--- src/rtl/fir_output_stage.sv ---
// Output stage of a FIR filter: decimates, rounds and saturates the full-precision
// sum, then queues samples in a small FIFO with a valid/ready handshake.
module fir_output_stage #(
   parameter int DATA_WIDTH = 16,
   parameter int FRAC_BITS  = 15,
   parameter int FIFO_DEPTH = 4
) (
   input  logic                          clk,
   input  logic                          reset,
   input  logic                          enable,
   input  logic signed [2*DATA_WIDTH-1:0] filter_in,
   input  logic [3:0]                    decim,
   input  logic                          sat_clr,
   output logic signed [DATA_WIDTH-1:0]  out_data,
   output logic                          out_valid,
   input  logic                          out_ready,
   output logic                          sat_flag,
   output logic [7:0]                    drop_count
);

   localparam int IW = 2 * DATA_WIDTH;
   localparam int SW = IW + 1;
   localparam int AW = $clog2(FIFO_DEPTH);

   localparam logic signed [SW-1:0] HALF    = SW'(1) << (FRAC_BITS - 1);
   localparam logic signed [SW-1:0] SAT_MAX = {{(SW-DATA_WIDTH+1){1'b0}}, {(DATA_WIDTH-1){1'b1}}};
   localparam logic signed [SW-1:0] SAT_MIN = {{(SW-DATA_WIDTH+1){1'b1}}, {(DATA_WIDTH-1){1'b0}}};

   logic [3:0]                   dec_cnt_reg;
   logic [3:0]                   decim_eff;
   logic                         keep;
   logic signed [SW-1:0]         sum_ext;
   logic signed [SW-1:0]         rounded;
   logic                         clip_hi;
   logic                         clip_lo;
   logic signed [DATA_WIDTH-1:0] sat_val;

   logic                         s1_valid_reg;
   logic signed [DATA_WIDTH-1:0] s1_data_reg;
   logic                         sat_flag_reg;
   logic [7:0]                   drop_count_reg;

   logic signed [DATA_WIDTH-1:0] mem [FIFO_DEPTH];
   logic [AW:0]                  wr_ptr_reg;
   logic [AW:0]                  rd_ptr_reg;
   logic                         fifo_empty;
   logic                         fifo_full;
   logic                         pop;
   logic                         push;
   logic                         drop;

   assign decim_eff = (decim == 4'd0) ? 4'd1 : decim;
   assign keep      = enable && (dec_cnt_reg == 4'd0);

   // One extra bit of headroom keeps the rounding addition from wrapping.
   assign sum_ext = $signed({filter_in[IW-1], filter_in}) + HALF;
   assign rounded = sum_ext >>> FRAC_BITS;
   assign clip_hi = rounded > SAT_MAX;
   assign clip_lo = rounded < SAT_MIN;
   assign sat_val = clip_hi ? SAT_MAX[DATA_WIDTH-1:0] :
                    clip_lo ? SAT_MIN[DATA_WIDTH-1:0] : rounded[DATA_WIDTH-1:0];

   always_ff @(posedge clk or posedge reset) begin
      if (reset) begin
         dec_cnt_reg  <= '0;
         s1_valid_reg <= 1'b0;
         s1_data_reg  <= '0;
         sat_flag_reg <= 1'b0;
      end else begin
         if (enable) begin
            if (dec_cnt_reg >= decim_eff - 4'd1)
               dec_cnt_reg <= '0;
            else
               dec_cnt_reg <= dec_cnt_reg + 4'd1;
         end
         s1_valid_reg <= keep;
         if (keep)
            s1_data_reg <= sat_val;
         // Set has priority over a simultaneous clear.
         if (keep && (clip_hi || clip_lo))
            sat_flag_reg <= 1'b1;
         else if (sat_clr)
            sat_flag_reg <= 1'b0;
      end
   end

   assign fifo_empty = (wr_ptr_reg == rd_ptr_reg);
   assign fifo_full  = (wr_ptr_reg[AW] != rd_ptr_reg[AW]) &&
                       (wr_ptr_reg[AW-1:0] == rd_ptr_reg[AW-1:0]);
   assign pop        = !fifo_empty && out_ready;
   assign push       = s1_valid_reg && (!fifo_full || pop);
   assign drop       = s1_valid_reg && fifo_full && !pop;

   always_ff @(posedge clk or posedge reset) begin
      if (reset) begin
         wr_ptr_reg     <= '0;
         rd_ptr_reg     <= '0;
         drop_count_reg <= '0;
      end else begin
         if (push)
            wr_ptr_reg <= wr_ptr_reg + 1'b1;
         if (pop)
            rd_ptr_reg <= rd_ptr_reg + 1'b1;
         if (drop && (drop_count_reg != 8'hFF))
            drop_count_reg <= drop_count_reg + 8'd1;
      end
   end

   // Storage needs no reset: the pointers alone define what is valid.
   always_ff @(posedge clk) begin
      if (push)
         mem[wr_ptr_reg[AW-1:0]] <= s1_data_reg;
   end

   assign out_valid  = !fifo_empty;
   assign out_data   = out_valid ? mem[rd_ptr_reg[AW-1:0]] : '0;
   assign sat_flag   = sat_flag_reg;
   assign drop_count = drop_count_reg;

endmodule

--- config.mk ---
export PLATFORM = sky130hd
export DESIGN_NAME = fir_output_stage
export DESIGN_NICKNAME = d
export VERILOG_FILES = /design/src/rtl/fir_output_stage.sv
export SDC_FILE = /design/constraint.sdc
export NUM_CORES = 1
export LEC_CHECK = 0
export CAP_MARGIN = 20
export CORE_MARGIN = 8
export CORE_UTILIZATION = 30
export CTS_CLUSTER_SIZE = 20
export DETAILED_ROUTE_END_ITERATION = 16
export GPL_ROUTABILITY_DRIVEN = 0
export PLACE_DENSITY = 0.49
export RECOVER_POWER = 100
export SLEW_MARGIN = 25
export SYNTH_ARGS = -nofsm -noshare
export SYNTH_HDL_FRONTEND = slang
export SYNTH_SLANG_ARGS = --single-unit
--- constraint.sdc ---
create_clock -name clk -period 8.1 [get_ports clk]
set_clock_uncertainty 0.2 [all_clocks]
set_input_delay 0.81 -clock clk [delete_from_list [all_inputs] [get_ports clk]]
set_output_delay 0.81 -clock clk [all_outputs]
set_load 0.03 [all_outputs]
* After elaboration in Yosys (flattened, before gate mapping)
Memories as Yosys holds them, arrays and structs flattened.
Cells that the tools add are included.
Widths: inputs -> output; s select.
** Word-level totals
- Output and inout port bits :: 26
- Memories :: 1
- Memory bits (writable) :: 64
- Bits in registers :: 36
** Memory list
- mem :: words 4, width 16, rd ports 1, clocked after memory_dff 0, wr ports 1, line 43 : logic signed [DATA_WIDTH-1:0] mem [FIFO_DEPTH];
** Operators by class
- Add/sub/neg operators :: 6
- Reduce and logical (&&, ||, !) cells :: 16
- Equal/unequal tests :: 4
- Magnitude comparators :: 3
- Muxes and demuxes :: 9
** Operators with widths (number)
- $mux 16 :: 3
- $add 32x16->33 const B :: 1
- $gt 18x16->1 const B :: 1
- $lt 18x16->1 const B :: 1
- $add 8x1->8 const B :: 1
- $logic_and 1x1->1 :: 8
- $logic_not 4->1 :: 2
- $mux 4 :: 2
- $ne 8x8->1 const B :: 1
- $add 3x1->3 const B :: 2
- $add 4x1->4 const B :: 1
- $ge 4x4->1 :: 1
- $mux 1 :: 4
- $sub 4x1->4 const B :: 1
- $eq 3x3->1 :: 1
- $logic_not 1->1 :: 3
- $eq 2x2->1 :: 1
- $logic_or 1x1->1 :: 2
- $reduce_bool 2->1 :: 1
- $ne 1x1->1 :: 1

* Longest topological paths before layout
Gate-level depths: netlist of run 1.
- Depth in word-level cells :: 7
- Mapped depth :: 9
- Depth with buffers taken out :: 9

* Worst setup path after synthesis of run 1
Ideal clock, no wire load.
- Kind :: reg-to-output
- Start :: register rd_ptr_reg[0]
- End :: output out_data[10]
- Cell stages (with the launch flop) :: 5
- Slack :: 4962 ps
- Path buffers :: 2
- Data arrival time :: 2128 ps
- Required time :: 7090 ps
- Cells stage by stage :: dfrtp_1 clkbuf_1 buf_1 mux4_2 nor2b_1
** On the way
- Longest elaborated chain between the ends :: 2
- Elaborated cells between the ends (all ways) :: 3
** Ends and longest elaborated chain
- start, declared :: line 45 : logic [AW:0] rd_ptr_reg;
- start signal, assigned :: line 103 : rd_ptr_reg <= rd_ptr_reg + 1'b1;
- $mem_v2 4x16 or $eq 3x3->1 (tied branches)
- $mux 16 * :: line 116 : assign out_data = out_valid ? mem[rd_ptr_reg[AW-1:0]] : '0;
- end, declared :: line 14 : output logic signed [DATA_WIDTH-1:0] out_data,
Every way passes the cells marked *; elsewhere a longest branch is shown, timed or not.

* Final worst setup path of run 1
- Start :: register rd_ptr_reg[1]
- End :: output out_valid
** On the way
- Longest elaborated chain between the ends :: 2
** Ends and longest elaborated chain
- $eq 3x3->1 :: line 87 : assign fifo_empty = (wr_ptr_reg == rd_ptr_reg);
- $logic_not 1->1 :: line 115 : assign out_valid = !fifo_empty;
- end, declared :: line 15 : output logic out_valid,
Every way passes these cells.

==> impl_metrics.py, run 1 <==
metrics = {
    "die": {
        "dieArea_um2": 19300,
        "start_util_pct": 30.3,
        "io_pins": 67,
        "row_count": 45,
        "die_w_um": 139,
        "dieHeight_um": 139,
        "core_area_um2": 15000,
    },
    "clock_tree": {
        "clk_latency_ns": 0.33,
        "numCtsBuffers": 9,
        "cts_tree": "done",
        "cts-root-buf": "clkbuf_16",
        "clock-sinks": 100,
        "clk_pin_slew_ns": 0.06,
        "cts_setup_buffers": 0,
        "cts-resized-gates": 0,
        "cts_max_level": 3,
        "clock_path_buffers": 2,
        "hold_buffers": 0,
    },
    "sta": {
        "worst_pin_slew_ns": 1.99,
        "setup_violations": 0,
        "finalHoldViolCount": 0,
        "tns_ns": 0,
        "fmax_mhz": 242,
        "min_period_ns": 4.13,
        "fin_crit_sh_pct": 51.0,
        "rsz0062_at_grt": "no",
        "slew_headroom_pct": -32.8,
        "slew_viol_final": 106,
    },
    "worst_hold_path": {
        "holdCritPathClass": "reg -> reg",
        "hold_path_end": "drop_count[4]$_DFFE_PP0P_",
        "hold_depth": 1,
        "hold_start": "drop_count[4]$_DFFE_PP0P_",
    },
    "placed_design": {
        "hpwl_um": 5980,
        "port_buffers": 52,
        "post_dp_cell_area_um2": 5270,
    },
    "detailed_routing": {
        "viasPerCell": 4.62,
        "drc": 0,
        "dr.pass1.iters": 5,
        "postRouteAntennaNets": 0,
        "wl_per_cell_um": 15.0,
        "drt_iter0_markers": 110,
        "wirelength_um": 8560,
        "dr_total_vias": 2635,
    },
    "critical_path": {
        "cp-start-kind": "register",
        "arrival_ns": 3.12,
        "rr_startpoint": "rd_ptr_reg[1]$_DFFE_PP0P_",
        "r2r-end": "mem[3][12]$_DFFE_PP_",
        "critPathKind": "reg -> out",
        "r2r_slack_ns": 4.60,
        "r2r_cells": 4,
        "crit_fanout": 19,
        "end_kind": "output port",
        "required_ns": 7.09,
    },
    "synth": {
        "synth.area.top_cells": "edfxtp_1 (42%), dfrtp_1 (20%), mux4_2 (7.9%), ha_1 (3.9%), xnor2_1 (3.5%)",
        "synth_ff_type": "edfxtp_1",
        "yosysUniqueCellTypes": 38,
        "syn_inst": 323,
        "synth_nets": 378,
        "ys.warnings.count": 0,
        "avgSynthCellArea_um2": 14.1,
        "netlist_area_um2": 4540,
        "async_flop_share_pct": 36.0,
        "synth_top_area_share_pct": 42.3,
        "ys_ff_latch": 100,
        "yosys.area.top_type": "edfxtp_1",
        "yosysSeqAreaShare_pct": 62.2,
        "synth_common_cells": "edfxtp_1 (64), dfrtp_1 (36), nor2_1 (30)",
        "yosysMostFrequentCell": "edfxtp_1",
        "synth_edf_count": 64,
    },
    "grt": {
        "grt_max_degree": 37,
        "antenna_found_initial": 0,
        "grt.total_usage_pct": 9.40,
        "grt_pass1_wl_um": 14500,
        "grt_pass1_vias": 2801,
        "grt.overflow.total": 0,
    },
    "power_and_ir_drop": {
        "p_leak_nw": 2.02,
        "power_frac_seq_pct": 42.0,
        "p_int_mw": 1.24,
        "power_frac_comb_pct": 37.2,
        "cellPowerDensity_nw_per_um2": 345,
        "power.switching_uw": 665,
        "switching_share_pct": 34.9,
        "clkPwrFrac_pct": 20.7,
        "peakVddDrop_v": 0.000120,
    },
    "layout": {
        "fin_nets": 432,
        "largest_reg_flops": 64,
        "syn2layout_area_growth_pct": 21.8,
        "num_antenna_cells": 0,
        "finalInstanceArea_um2": 5530,
        "drive_gt1_share_pct": 9.42,
    },
    "flow_run": {
        "maxCapViolCount": 5,
    },
    "run_status": {
        "status": "complete, but fails checks",
        "violations": "max-capacitance violations, max-slew violations",
    },
}
==> final cells by class <==
class | instances | area (µm²)
clock inverters | 3 | 21.3
flip-flops and latches | 100 | 2820
inverters | 15 | 56.3
well taps | 188 | 235
multi-input cells | 196 | 1600
repair buffers | 55 | 536
clock buffers | 13 | 260
fillers | 1462 | 9450
==> how the worst max path moves through the flow <==
stage	start	end	slack [ns]
2_1_floorplan	rd_ptr_reg[0]$_DFFE_PP0P_	out_data[10]	4.96
3_3_place_gp	filter_in[14]	s1_data_reg[3]$_DFFE_PP0P_	4.35
3_5_place_dp	filter_in[15]	s1_data_reg[13]$_DFFE_PP0P_	4.36
4_1_cts	rd_ptr_reg[1]$_DFFE_PP0P_	out_data[3]	4.40
5_1_grt	rd_ptr_reg[1]$_DFFE_PP0P_	out_valid	3.69
6_report	rd_ptr_reg[1]$_DFFE_PP0P_	out_valid	3.97
==> critical path, cell delays in order, from the launching register on <==
cell and delay [ns]:
dfrtp_1 0.91, xnor2_1 0.21, nand2_1 0.07, nor2_1 0.10, clkbuf_1 0.59, inv_1 0.16, dlygate4sd3_1 0.74
==> through the flow <==
stage                     power (mW)  util (%)  hold slack (ns)  std cells  setup WS [ns]
after floorplan                 1.29         -            0.260        323           4.96
after global placement          1.57      35.2            0.278        554           4.35
after detailed placement        1.59      35.2            0.276        554           4.36
after CTS                       1.99      37.1            0.288        570           4.40
after global routing            2.04      36.9            0.299        570           3.69
final                           1.91      36.9            0.281        570           3.97
==> power groups by stage <==
stage | logic (mW) | clock network [mW] | registers, mW
floorplan | 0.522 | 0 | 0.768
global placement | 0.762 | 0 | 0.806
detailed placement | 0.771 | 0 | 0.816
CTS | 0.772 | 0.411 | 0.806
global route | 0.781 | 0.432 | 0.823
finish | 0.710 | 0.396 | 0.802
==> kinds of logic (layout without fill, tap and decap cells) <==
group / count (synthesis) / after routing / synth area share [%]
fa+ha+maj: 14 / 14 / 3.86
mux: 21 / 21 / 9.15
flops: 100 / 100 / 62.2
simple gates: 98 / 98 / 10.9
buf+inv: 27 / 86 / 2.59
compound gates: 33 / 33 / 5.54
xor+xnor: 30 / 30 / 5.79
==> metal layers <==
layer	global-route usage (%)	vias to the layer above	wire length [µm]
li1	-	1292	-
met2	14.7	42	3950
met5	0	-	0
met3	1.76	10	189
met4	4.68	0	168
met1	12.3	1291	4260
==> placed cells by master (no fill, tap or decap), types with 2 or more instances in the layout <==
cell	netlist	routed
and3_1	4	4
o22a_1	14	14
nand2b_1	4	4
mux4_2	16	16
nand2_1	15	15
clkbuf_8	0	2
clkdlybuf4s50_1	0	22
nor2_1	30	30
inv_1	15	15
mux2_2	4	4
nor4_1	3	3
nor3_1	3	3
clkbuf_1	7	4
xnor2_1	18	18
ha_1	14	14
a21boi_0	2	2
clkbuf_16	0	9
nand4_1	5	5
o31ai_1	2	2
edfxtp_1	64	64
xor2_1	12	12
o21ai_0	6	6
and4_1	2	2
dlygate4sd3_1	0	30
dfrtp_1	36	36
nor2b_1	16	16
nand3_1	12	12
o311a_1	2	2
a21o_1	2	2
(Power assumes the default switching activity.)
==> run 2, diff against run 1 <==
--- a/config.mk
+++ b/config.mk
@@ -11,7 +11,7 @@
 export CTS_CLUSTER_SIZE = 20
 export DETAILED_ROUTE_END_ITERATION = 16
 export GPL_ROUTABILITY_DRIVEN = 0
-export PLACE_DENSITY = 0.49
+export PLACE_DENSITY = 0.51
 export RECOVER_POWER = 100
 export SLEW_MARGIN = 25
 export SYNTH_ARGS = -nofsm -noshare
==> constraint.sdc (replaced) <==
create_clock -name clk -period 3.4 [get_ports clk]
set_clock_uncertainty 0.2 [all_clocks]
set_input_delay 0.34 -clock clk [delete_from_list [all_inputs] [get_ports clk]]
set_output_delay 0.34 -clock clk [all_outputs]
set_load 0.03 [all_outputs]
==> impl_metrics.py, run 2 (synthesized netlist as in run 1, its figures left out) <==
metrics = {
    "grt": {
        "grt_pass1_wl_um": 14700,
        "grt.overflow.total": 0,
        "antenna_found_initial": 0,
        "grt_max_degree": 37,
        "grt_pass1_vias": 2762,
        "grt.total_usage_pct": 9.63,
    },
    "worst_hold_path": {
        "holdCritPathClass": "reg -> reg",
        "hold_start": "drop_count[4]$_DFFE_PP0P_",
    },
    "sta": {
        "min_period_ns": 3.11,
        "fin_crit_sh_pct": 91.6,
        "tns_ns": 0,
        "slew_viol_final": 37,
        "setup_violations": 0,
        "rsz0062_at_grt": "no",
        "worst_pin_slew_ns": 1.95,
        "finalHoldViolCount": 0,
        "fmax_mhz": 321,
        "slew_headroom_pct": -30.0,
    },
    "critical_path": {
        "crit_end": "out_data[3]",
        "critPathLaunch": "rd_ptr_reg[0]$_DFFE_PP0P_",
        "end_kind": "output port",
        "crit_fanout": 16,
        "r2r_cells": 5,
        "path_cells": "buf_4 > mux4_2 > nor2b_1 > dlygate4sd3_1",
        "critPathKind": "reg -> out",
        "crit_path_top_delay_cell": "dlygate4sd3_1",
        "path_depth": 4,
        "r2r-end": "mem[3][8]$_DFFE_PP_",
        "r2r_slack_ns": 0.72,
        "cp-start-kind": "register",
        "arrival_ns": 2.57,
        "required_ns": 2.86,
        "cpPeakStageDelay_ns": 0.70,
        "cpLargestDelayFamily": "buffers and inverters",
        "rr_startpoint": "rd_ptr_reg[0]$_DFFE_PP0P_",
        "path_buf_inv": 2,
    },
    "clock_tree": {
        "clock_path_buffers": 2,
        "hold_buffers": 0,
        "numCtsBuffers": 9,
        "clock-sinks": 100,
        "cts_setup_buffers": 0,
        "clk_latency_ns": 0.33,
        "cts_tree": "done",
        "clk_pin_slew_ns": 0.06,
        "cts_max_level": 3,
        "cts-resized-gates": 0,
        "cts-root-buf": "clkbuf_16",
    },
    "detailed_routing": {
        "drc": 0,
        "viasPerCell": 4.62,
        "postRouteAntennaNets": 0,
        "drt_iter0_markers": 152,
        "wl_per_cell_um": 15.1,
        "dr_total_vias": 2685,
        "wirelength_um": 8780,
        "dr.pass1.iters": 4,
    },
    "die": {
        "start_util_pct": 30.3,
        "dieArea_um2": 19300,
        "row_count": 45,
        "io_pins": 67,
        "die_w_um": 139,
        "core_area_um2": 15000,
        "dieHeight_um": 139,
    },
    "layout": {
        "drive_gt1_share_pct": 10.9,
        "fin_nets": 443,
        "syn2layout_area_growth_pct": 22.8,
        "largest_reg_flops": 64,
        "finalInstanceArea_um2": 5570,
        "num_antenna_cells": 0,
        "final_common_cell": "edfxtp_1",
        "final_cell_mix": "edfxtp_1 (64), dfrtp_1 (36), nor2_1 (30)",
        "final_cells": 581,
    },
    "placed_design": {
        "hpwl_um": 6290,
        "dpl.cell_count": 565,
        "port_buffers": 52,
        "post_dp_cell_area_um2": 5330,
    },
    "flow_run": {
        "maxCapViolCount": 1,
    },
    "power_and_ir_drop": {
        "p_leak_nw": 2.05,
        "cellPowerDensity_nw_per_um2": 819,
        "peakVddDrop_v": 0.000282,
    },
    "run_status": {
        "violations": "max-capacitance violations, max-slew violations",
        "status": "complete, but fails checks",
    },
}
==> run 2: worst min-delay path by stage <==
stage	end	slack [ns]	cells after the start
after floorplan	dec_cnt_reg[0]$_DFFE_PP0P_	0.23	1
after global placement	wr_ptr_reg[2]$_DFFE_PP0P_	0.28	1
after detailed placement	wr_ptr_reg[2]$_DFFE_PP0P_	0.28	1
after CTS	drop_count[7]$_DFFE_PP0P_	0.22	3
after global routing	drop_count[4]$_DFFE_PP0P_	0.31	1
final	drop_count[4]$_DFFE_PP0P_	0.28	1
==> run 2: power by group <==
group	switching [mW]	internal [mW]	leakage (nW)
clock network	0.410	0.538	0.141
logic	0.984	0.760	0.900
registers	0.220	1.65	1.01
total	1.61	2.95	2.05
==> run 2: per-layer routing <==
| metal | GRT usage [%] | vias to the layer above | part of all wire, % |
|---|---|---|---|
| met5 | 0 | - | 0 |
| met1 | 12.2 | 1310 | 48 |
| met4 | 4.10 | 0 | 1.8 |
| met3 | 2.51 | 10 | 3.2 |
| met2 | 15.3 | 40 | 47 |
| li1 | - | 1325 | - |
==> run 2: metrics by stage <==
stage	setup slack (ns)	util [%]	hold WS, ns	total power, mW
floorplan	0.614	-	0.230	3.07
global placement	0.241	35.6	0.282	3.75
detailed placement	0.205	35.6	0.278	3.79
CTS	0.316	37.5	0.220	4.75
global route	0.172	37.2	0.311	4.87
finish	0.286	37.2	0.283	4.57
==> run 2: layout make-up <==
cell class	instances	area, µm²
repair buffers	66	578
inverters	15	56.3
well taps	188	235
fillers	1464	9400
clock inverters	4	23.8
clock buffers	12	258
multi-input cells	196	1600
flip-flops and latches	100	2820
==> run 3, diff against run 2 <==
--- a/config.mk
+++ b/config.mk
@@ -11,7 +11,7 @@
 export CTS_CLUSTER_SIZE = 20
 export DETAILED_ROUTE_END_ITERATION = 16
 export GPL_ROUTABILITY_DRIVEN = 0
-export PLACE_DENSITY = 0.51
+export PLACE_DENSITY = 0.56
 export RECOVER_POWER = 100
 export SLEW_MARGIN = 25
 export SYNTH_ARGS = -nofsm -noshare
==> impl_metrics.py, run 3 (synthesized netlist as in run 1, its figures left out) <==
metrics = {
    "clock_tree": {
        "cts_tree": "done",
        "clk_pin_slew_ns": 0.07,
        "cts-resized-gates": 0,
        "clk_latency_ns": 0.34,
        "numCtsBuffers": 9,
        "cts_max_level": 3,
        "cts-root-buf": "clkbuf_16",
        "cts_setup_buffers": 0,
        "hold_buffers": 0,
        "clock-sinks": 100,
        "clock_path_buffers": 2,
    },
    "sta": {
        "rsz0062_at_grt": "no",
        "tns_ns": 0,
        "fin_crit_sh_pct": 89.2,
        "setup_violations": 0,
        "slew_viol_final": 0,
        "slew_headroom_pct": 22.7,
        "min_period_ns": 3.03,
        "worst_pin_slew_ns": 1.16,
        "fmax_mhz": 330,
        "finalHoldViolCount": 0,
    },
    "detailed_routing": {
        "viasPerCell": 4.59,
        "wirelength_um": 8570,
        "drt_iter0_markers": 137,
        "wl_per_cell_um": 14.8,
        "dr_total_vias": 2657,
        "postRouteAntennaNets": 0,
        "drc": 0,
        "dr.pass1.iters": 4,
    },
    "critical_path": {
        "crit_fanout": 17,
        "required_ns": 2.86,
        "end_kind": "output port",
        "cp-start-kind": "register",
        "critPathKind": "reg -> out",
        "arrival_ns": 2.49,
    },
    "layout": {
        "largest_reg_flops": 64,
        "final_cells": 579,
        "num_antenna_cells": 0,
        "syn2layout_area_growth_pct": 22.5,
        "final_common_cell": "edfxtp_1",
        "drive_gt1_share_pct": 11.0,
        "fin_nets": 441,
        "finalInstanceArea_um2": 5560,
        "n_fill_cell": 1430,
        "final_cell_mix": "edfxtp_1 (64), dfrtp_1 (36), nor2_1 (30)",
    },
    "power_and_ir_drop": {
        "peakVddDrop_v": 0.000290,
        "p_leak_nw": 2.04,
        "cellPowerDensity_nw_per_um2": 829,
    },
    "die": {
        "io_pins": 67,
        "core_area_um2": 15000,
        "die_w_um": 139,
        "row_count": 45,
        "dieArea_um2": 19300,
        "start_util_pct": 30.3,
        "dieHeight_um": 139,
    },
    "worst_hold_path": {
        "holdCritPathClass": "reg -> reg",
    },
    "placed_design": {
        "port_buffers": 52,
        "dpl.cell_count": 563,
        "post_dp_cell_area_um2": 5310,
        "hpwl_um": 6140,
    },
    "grt": {
        "antenna_found_initial": 0,
        "grt_max_degree": 19,
        "grt.overflow.total": 0,
        "grt_pass1_wl_um": 14100,
        "grt_pass1_vias": 2759,
        "grt.total_usage_pct": 9.17,
    },
    "run_status": {
        "status": "completed",
    },
    "flow_run": {
        "maxCapViolCount": 0,
    },
}
run 3: layout make-up:
type                            count  area, µm²  area share (%)
Clock inverter                      6       68.8            1.24
Inverter                           15       56.3            1.01
Sequential cell                   100       2820            50.8
Tap cell                          188        235            4.23
Clock buffer                       10        239            4.30
Timing Repair Buffer               64        538            9.68
Multi-Input combinational cell    196       1600            28.8
run 3: where the power goes:
part           internal (mW)  switching (mW)
Sequential              1.65           0.209
Combinational          0.723           0.991
Clock                  0.598           0.433
Total                   2.98            1.63
run 3: per-layer routing:
layer	track usage, %	wire [µm]	vias to the layer above
li1	-	-	1321
met1	10.8	3920	1285
met2	15.8	4200	39
met3	1.58	263	12
met4	4.68	181	0
met5	0	0	-
run 3: final timing paths:
| kind | from | endpoint | slack [ns] | cells past startpoint |
|---|---|---|---|---|
| setup / recovery | rd_ptr_reg[0]$_DFFE_PP0P_ | out_data[5] | 0.37 | 4 |
| hold / removal | wr_ptr_reg[2]$_DFFE_PP0P_ | wr_ptr_reg[2]$_DFFE_PP0P_ | 0.28 | 1 |
| setup reg to reg | dec_cnt_reg[0]$_DFFE_PP0P_ | s1_data_reg[7]$_DFFE_PP0P_ | 0.72 | 7 |
| hold reg to reg | wr_ptr_reg[2]$_DFFE_PP0P_ | wr_ptr_reg[2]$_DFFE_PP0P_ | 0.28 | 1 |
| max in group asynchronous | reset | s1_data_reg[11]$_DFFE_PP0P_ | 1.64 | 3 |
| min in group asynchronous | reset | drop_count[4]$_DFFE_PP0P_ | 0.34 | 2 |
run 3: worst max-delay path, stage by stage, from the launching register on:
cell and delay (ns):
dfrtp_1 0.39, buf_4 0.35, mux4_2 0.58, nor2b_1 0.14
dlygate4sd3_1 0.69
run 3: per-stage QoR:
| step | total power, mW | hold slack, ns | worst slack [ns] | util (%) |
|---|---|---|---|---|
| 2_1_floorplan | 3.07 | 0.230 | 0.614 | - |
| 3_3_place_gp | 3.71 | 0.275 | 0.247 | 35.4 |
| 3_5_place_dp | 3.77 | 0.279 | 0.166 | 35.4 |
| 4_1_cts | 4.80 | 0.229 | 0.400 | 37.5 |
| 5_1_grt | 4.89 | 0.308 | 0.128 | 37.1 |
| 6_report | 4.61 | 0.284 | 0.366 | 37.1 |
